[config.mk]
export PLATFORM = sky130hd
export DESIGN_NAME = nibble_alu
export DESIGN_NICKNAME = d
export VERILOG_FILES = /design/src/rtl/alu_pkg.sv /design/src/rtl/alu_nibble.sv /design/src/rtl/nibble_alu.sv
export SDC_FILE = /design/constraint.sdc
export NUM_CORES = 1
export LEC_CHECK = 0
export ABC_AREA = 1
export CAP_MARGIN = 25
export CORE_MARGIN = 4
export CORE_UTILIZATION = 45
export CTS_CLUSTER_DIAMETER = 150
export DETAILED_ROUTE_END_ITERATION = 10
export PLACE_DENSITY = 0.68
export SETUP_SLACK_MARGIN = 0.15
export SLEW_MARGIN = 20
export SYNTH_ARGS = -nofsm -noshare
export SYNTH_HDL_FRONTEND = slang
export SYNTH_SLANG_ARGS = --single-unit
[constraint.sdc]
create_clock -name clk -period 7.8 [get_ports clk]
set_clock_uncertainty 0.2 [all_clocks]
set_input_delay 1.95 -clock clk [delete_from_list [all_inputs] [get_ports clk]]
set_output_delay 1.95 -clock clk [all_outputs]
set_load 0.02 [all_outputs]
[src/rtl/alu_pkg.sv]
// Shared definitions for the nibble-serial ALU: op codes, flag bit positions, FSM and slice
// select encodings, plus small op-classification helpers.
package alu_pkg;

  localparam logic [3:0] ALU_ADD = 4'd0;
  localparam logic [3:0] ALU_ADC = 4'd1;
  localparam logic [3:0] ALU_SUB = 4'd2;
  localparam logic [3:0] ALU_SBC = 4'd3;
  localparam logic [3:0] ALU_AND = 4'd4;
  localparam logic [3:0] ALU_XOR = 4'd5;
  localparam logic [3:0] ALU_OR  = 4'd6;
  localparam logic [3:0] ALU_CP  = 4'd7;
  localparam logic [3:0] ALU_INC = 4'd8;
  localparam logic [3:0] ALU_DEC = 4'd9;

  localparam int unsigned FLAG_Z = 3;
  localparam int unsigned FLAG_N = 2;
  localparam int unsigned FLAG_H = 1;
  localparam int unsigned FLAG_C = 0;

  typedef enum logic [1:0] {
    StIdle,
    StLo,
    StHi,
    StFin
  } alu_state_e;

  typedef enum logic [1:0] {
    SelArith,
    SelAnd,
    SelXor,
    SelOr
  } slice_sel_e;

  function automatic logic op_is_legal(input logic [3:0] op);
    return op <= ALU_DEC;
  endfunction

  function automatic logic op_is_logic(input logic [3:0] op);
    return (op == ALU_AND) || (op == ALU_XOR) || (op == ALU_OR);
  endfunction

  // Ops whose H/C report borrow rather than carry, and which set N.
  function automatic logic op_is_borrow(input logic [3:0] op);
    return (op == ALU_SUB) || (op == ALU_SBC) || (op == ALU_CP) || (op == ALU_DEC);
  endfunction

endpackage

[src/rtl/alu_nibble.sv]
// Combinational 4-bit ALU slice: add with carry-in, or a bitwise logic op (carry-out forced 0).
module alu_nibble
  import alu_pkg::*;
(
  input  logic [3:0] i_a,
  input  logic [3:0] i_b,
  input  logic       i_cin,
  input  slice_sel_e i_sel,
  output logic [3:0] o_y,
  output logic       o_cout
);

  logic [4:0] w_sum;

  assign w_sum = {1'b0, i_a} + {1'b0, i_b} + {4'b0000, i_cin};

  always_comb begin
    o_y    = w_sum[3:0];
    o_cout = w_sum[4];
    unique case (i_sel)
      SelAnd: begin
        o_y    = i_a & i_b;
        o_cout = 1'b0;
      end
      SelXor: begin
        o_y    = i_a ^ i_b;
        o_cout = 1'b0;
      end
      SelOr: begin
        o_y    = i_a | i_b;
        o_cout = 1'b0;
      end
      SelArith: ;
    endcase
  end

endmodule

[src/rtl/nibble_alu.sv]
// 8-bit ALU that runs low then high nibble through one shared 4-bit slice (start/done handshake).
// NIBBLE_ALU_FAST_LOGIC_EN: logic and illegal ops skip the nibble passes and finish in one cycle.
module nibble_alu
  import alu_pkg::*;
(
  input  logic       clk,
  input  logic       rst_n,
  input  logic       start,
  input  logic [3:0] op,
  input  logic [7:0] a_in,
  input  logic [7:0] b_in,
  input  logic [3:0] flags_in,
  output logic       busy,
  output logic       done,
  output logic [7:0] result,
  output logic [3:0] flags_out,
  output logic       write_a
);

  alu_state_e r_state, w_state_next, w_idle_next;

  logic [3:0] r_op;
  logic [7:0] r_a;
  logic [7:0] r_b;
  logic [3:0] r_flags_in;
  logic [3:0] r_lo;
  logic [3:0] r_hi;
  logic       r_nc;
  logic       r_bc;

  logic [7:0] r_result;
  logic [3:0] r_flags_out;
  logic       r_write_a;
  logic       r_done;

  logic [7:0] w_b_eff;
  logic       w_cin;
  slice_sel_e w_sel;
  logic       w_hi_sel;
  logic [3:0] w_slice_a;
  logic [3:0] w_slice_b;
  logic       w_slice_cin;
  logic [3:0] w_slice_y;
  logic       w_slice_cout;

  logic [7:0] w_byte;
  logic       w_borrow;
  logic [7:0] w_result;
  logic [3:0] w_flags;
  logic       w_write;
  logic       w_accept;

  assign w_accept = (r_state == StIdle) && start;
  assign w_borrow = op_is_borrow(r_op);

  // Second operand and carry-in as seen by the adder; subtraction is a + ~b + !borrow.
  always_comb begin
    w_b_eff = r_b;
    w_cin   = 1'b0;
    w_sel   = SelArith;
    case (r_op)
      ALU_ADC: w_cin = r_flags_in[FLAG_C];
      ALU_SUB, ALU_CP: begin
        w_b_eff = ~r_b;
        w_cin   = 1'b1;
      end
      ALU_SBC: begin
        w_b_eff = ~r_b;
        w_cin   = ~r_flags_in[FLAG_C];
      end
      ALU_AND: w_sel = SelAnd;
      ALU_XOR: w_sel = SelXor;
      ALU_OR:  w_sel = SelOr;
      ALU_INC: w_b_eff = 8'h01;
      ALU_DEC: begin
        w_b_eff = 8'hFE;
        w_cin   = 1'b1;
      end
      default: ;
    endcase
  end

  assign w_hi_sel    = (r_state == StHi);
  assign w_slice_a   = w_hi_sel ? r_a[7:4] : r_a[3:0];
  assign w_slice_b   = w_hi_sel ? w_b_eff[7:4] : w_b_eff[3:0];
  assign w_slice_cin = w_hi_sel ? r_nc : w_cin;

  alu_nibble u_slice (
    .i_a    (w_slice_a),
    .i_b    (w_slice_b),
    .i_cin  (w_slice_cin),
    .i_sel  (w_sel),
    .o_y    (w_slice_y),
    .o_cout (w_slice_cout)
  );

`ifdef NIBBLE_ALU_FAST_LOGIC_EN
  logic [7:0] w_logic_byte;

  assign w_idle_next = (op_is_logic(op) || !op_is_legal(op)) ? StFin : StLo;

  always_comb begin
    w_logic_byte = 8'h00;
    case (r_op)
      ALU_AND: w_logic_byte = r_a & r_b;
      ALU_XOR: w_logic_byte = r_a ^ r_b;
      ALU_OR:  w_logic_byte = r_a | r_b;
      default: ;
    endcase
  end

  // Logic ops never visit LO/HI here, so the nibble registers are stale for them.
  assign w_byte = op_is_logic(r_op) ? w_logic_byte : {r_hi, r_lo};
`else
  assign w_idle_next = StLo;
  assign w_byte      = {r_hi, r_lo};
`endif

  always_comb begin
    w_state_next = r_state;
    unique case (r_state)
      StIdle: if (start) w_state_next = w_idle_next;
      StLo:   w_state_next = StHi;
      StHi:   w_state_next = StFin;
      StFin:  w_state_next = StIdle;
    endcase
  end

  always_ff @(posedge clk or negedge rst_n) begin
    if (!rst_n) begin
      r_state <= StIdle;
    end else begin
      r_state <= w_state_next;
    end
  end

  always_ff @(posedge clk or negedge rst_n) begin
    if (!rst_n) begin
      r_op       <= 4'h0;
      r_a        <= 8'h00;
      r_b        <= 8'h00;
      r_flags_in <= 4'h0;
    end else if (w_accept) begin
      r_op       <= op;
      r_a        <= a_in;
      r_b        <= b_in;
      r_flags_in <= flags_in;
    end
  end

  always_ff @(posedge clk or negedge rst_n) begin
    if (!rst_n) begin
      r_lo <= 4'h0;
      r_nc <= 1'b0;
      r_hi <= 4'h0;
      r_bc <= 1'b0;
    end else if (r_state == StLo) begin
      r_lo <= w_slice_y;
      r_nc <= w_slice_cout;
    end else if (r_state == StHi) begin
      r_hi <= w_slice_y;
      r_bc <= w_slice_cout;
    end
  end

  // Final result and flags; illegal ops pass A and F through untouched.
  always_comb begin
    w_result = r_a;
    w_flags  = r_flags_in;
    w_write  = 1'b0;
    if (op_is_legal(r_op)) begin
      w_result        = w_byte;
      w_write         = (r_op != ALU_CP);
      w_flags[FLAG_Z] = (w_byte == 8'h00);
      w_flags[FLAG_N] = w_borrow;
      case (r_op)
        ALU_AND: begin
          w_flags[FLAG_H] = 1'b1;
          w_flags[FLAG_C] = 1'b0;
        end
        ALU_XOR, ALU_OR: begin
          w_flags[FLAG_H] = 1'b0;
          w_flags[FLAG_C] = 1'b0;
        end
        ALU_INC, ALU_DEC: w_flags[FLAG_H] = r_nc ^ w_borrow;
        default: begin
          w_flags[FLAG_H] = r_nc ^ w_borrow;
          w_flags[FLAG_C] = r_bc ^ w_borrow;
        end
      endcase
    end
  end

  always_ff @(posedge clk or negedge rst_n) begin
    if (!rst_n) begin
      r_result    <= 8'h00;
      r_flags_out <= 4'h0;
      r_write_a   <= 1'b0;
      r_done      <= 1'b0;
    end else begin
      r_done <= (r_state == StFin);
      if (r_state == StFin) begin
        r_result    <= w_result;
        r_flags_out <= w_flags;
        r_write_a   <= w_write;
      end
    end
  end

  assign busy      = (r_state != StIdle);
  assign done      = r_done;
  assign result    = r_result;
  assign flags_out = r_flags_out;
  assign write_a   = r_write_a;

endmodule

==> metrics.md <==
| Metric | Value |
|---|---|
| Via count | `2250` |
| Cell area after synthesis | `0.002761 mm²` |
| Met3 Usage GRT | `2.947%` |
| Critical path class | `reg2out` |
| P_leak | `1.607 nW` |
| Largest net degree at the start of global routing | `34` |
| Crit path launch | `r_state[0]$_DFFE_PN0P_` |
| Worst EP arrival | `1.69 ns` |
| Critical R2R Capture | `r_hi[1]$_DFFE_PN0P_` |
| #FFs+latches synth | `50` |
| RD Place Congestion | `0.8331` |
| Flop2flop setup slack | `4.11 ns` |
| CTS Root Cell | `clkbuf_8` |
| H-tree depth | `2` |
| Top Ports | `42` |
| GRT overflow | `0` |
| F_max | `0.2605 GHz` |
| Worst-Skew Late Latency | `0.31 ns` |
| Synth warn | `0` |
| Vias in the first global route | `2157` |
| Hold Path Class | `reg2reg` |
| Initial drt markers | `166` |
| # port buffers | `41` |
| Slowest cell on crit path | `clkdlybuf4s50_1` |
| Critical Path End Type | `output pin` |
| Row count | `28` |
| # nets final | `408` |
| Number of antenna cells inserted | `0` |
| Full die area | `0.007454 mm²` |
| Initial core utilization | `46.64%` |
| Routed wire length | `5.906 mm` |
| Initial DRT Pass Iterations | `4` |
| Initial antenna violation count | `0` |
| Final total negative setup slack | `0 ns` |
| Worst-path clk slew | `0.10 ns` |
| Critical Path Most Common Cell | `inv_1` |
| Sequential-to-total area share from yosys stat | `45.31%` |
| P per Cell Area | `491.4 mW/mm²` |
| Avg WL per Cell | `13.36 µm` |
| Dpl hpwl | `4.508 mm` |
| Die span in x | `86.34 µm` |
| Global routing usage on met1 | `23.96%` |
| First-pass GRT wire length | `9.970 mm` |
| Mapped Avg Cell Area | `8.497 µm²` |
| GRT busiest layer | `met2` |
| Post-Syn Instances | `325` |
| Sink Count | `50` |
| Max Cap Viol | `0` |
| Crit path time final | `3.839 ns` |
| CTS tree | `yes` |
| Yosys cell types | `32` |
| Max stage delay on crit path | `0.60 ns` |
| Least-Margin Pin Slew | `0.7138 ns` |
| Crit-path cells | `inv_1, ha_1, inv_1, clkdlybuf4s50_1` |
| Max FO, Critical Path | `4` |
| CTS Buffer Depth | `2` |
| Share of layout cells above drive strength 1 | `12.81%` |
| Period utilisation layout | `49.22%` |
| Crit start category | `flop` |
| Core area | `0.005921 mm²` |
| Num CTS Buffers | `5` |
| Antenna Nets Post-Route | `0` |
| CP endpoint | `busy` |
| Die Y-Extent | `86.34 µm` |
| Relative slew slack | `52.41%` |
| Vias per cell | `5.090` |
| Post-Syn Nets | `367` |
| Hold Fails Final Rpt | `0` |
| Area growth syn-to-layout | `22.29%` |
| Postcts setup bufs | `0` |
| R2R depth | `15` |
| Pins Over Slew Limit | `0` |
| Reg-to-reg startpoint | `r_state[0]$_DFFE_PN0P_` |
| Total GRT Usage | `16.75%` |
| RSZ-0062 raised after global routing | `false` |
| Worst IR drop on VDD | `0.2479 mV` |
| Setup Viol. Count Final | `0` |
| Post-layout total power | `1.660 mW` |
| Status | `finished clean` |
| Hold Buf Count CTS | `0` |
| Drt drc | `0` |
| # resized after CTS | `0` |
| GRT met2 Usage | `25.94%` |
| Critical Path RT | `5.65 ns` |
cell families after synthesis:
family / share of synthesized area [%]
fa+ha+maj: 7.340
compound gates: 11.60
buf+inv: 7.431
xor+xnor: 0.3172
simple gates: 21.21
flops: 45.31
mux: 6.797
layout by cell type, fill, tap and decap left out, types with 5 or more instances in the layout:
| master | n |
|---|---|
| nor2_2 | 5 |
| nand4_1 | 5 |
| a21oi_1 | 30 |
| clkbuf_8 | 5 |
| nor2_1 | 28 |
| inv_2 | 7 |
| nand2_1 | 71 |
| mux2_2 | 14 |
| clkdlybuf4s50_1 | 40 |
| nand3_1 | 14 |
| o21ai_0 | 17 |
| ha_1 | 13 |
| inv_1 | 35 |
| dfrtp_1 | 50 |
layout make-up:
cell class | instances | area [µm²]
timing repair buffer | 43 | 452.9
clock buffer | 5 | 68.82
sequential | 50 | 1251
inverter | 42 | 157.7
multi-input combinational | 224 | 1305
fill | 549 | 2544
tap | 75 | 93.84
clock inverter | 3 | 47.55
cells in the mapped netlist:
cell type,n,area (µm²)
a21oi_1,30,150.1
ha_1,13,162.7
o21ai_0,17,85.08
mux2_2,14,157.7
a31oi_1,1,6.260
o21a_1,1,7.510
nand2_2,2,12.51
buf_2,5,25.02
nand2_4,2,22.52
dfrtp_1,50,1251
buf_6,1,11.26
nor2_2,5,31.28
nand3_1,14,70.07
nand4_1,5,31.28
o21ai_1,4,20.02
nor4_1,1,6.260
fa_1,2,40.04
o21ai_2,2,17.52
nor2_1,28,105.1
inv_1,35,131.4
nand3b_1,1,7.510
nand2_1,71,266.5
o211ai_2,1,12.51
inv_2,7,26.28
nand3_2,1,10.01
nor3_1,2,10.01
mux2i_1,3,30.03
clkbuf_1,3,11.26
xor2_1,1,8.760
o211ai_4,1,21.27
or2_2,1,6.260
or2_0,1,6.260
metal layers:
metal	vias up	wire, µm	share of wire, %
met4	0	80	1.4
met1	1070	2874	49
li1	1131	-	-
met5	-	0	0
met2	40	2704	46
met3	9	247	4.2
stage by stage:
step / setup WS [ns] / std cells / hold slack (ns) / util, % / area (µm²)
2_1_floorplan: 4.794 / 325 / 0.2710 / - / 2761
5_1_grt: 3.858 / 442 / 0.3260 / 57.04 / 3377
6_report: 3.961 / 442 / 0.2851 / 57.04 / 3377
3_3_place_gp: 3.844 / 432 / 0.2632 / 54.27 / 3213
3_5_place_dp: 4.069 / 434 / 0.2670 / 55.07 / 3261
4_1_cts: 3.932 / 442 / 0.2925 / 57.04 / 3377
state kept, by name (all words and copies together) (netlist names):
name / count
r_flags_in: 4
r_a: 8
r_b: 8
r_lo: 4
r_hi: 4
r_op: 4
r_state: 2
r_nc: 1
flags_out: 4
result: 8
r_bc: 1
write_a: 1
done: 1
power breakdown:
part / total, mW / switching (mW) / internal [mW]
clock network: 0.192 / 0.0938 / 0.0979
logic: 0.982 / 0.586 / 0.396
registers: 0.485 / 0.0948 / 0.390
total: 1.66 / 0.775 / 0.885
worst max-delay path: cells and delay by family, from the launching register on:
family                   cells  cell delay [ns]
adder cells (fa/ha/maj)      1             0.22
buffers and inverters        3             0.77
flip-flops                   1             0.39
how the worst min path moves through the flow:
stage / from / endpoint / depth (start not counted)
final: write_a$_DFFE_PN0P_ / write_a$_DFFE_PN0P_ / 2
after global routing: write_a$_DFFE_PN0P_ / write_a$_DFFE_PN0P_ / 2
after CTS: flags_out[0]$_DFFE_PN0P_ / flags_out[0]$_DFFE_PN0P_ / 2
after detailed placement: write_a$_DFFE_PN0P_ / write_a$_DFFE_PN0P_ / 2
after global placement: write_a$_DFFE_PN0P_ / write_a$_DFFE_PN0P_ / 2
after floorplan: r_lo[3]$_DFFE_PN0N_ / r_lo[3]$_DFFE_PN0N_ / 2
No activity file was read; power rests on OpenSTA's default activity.
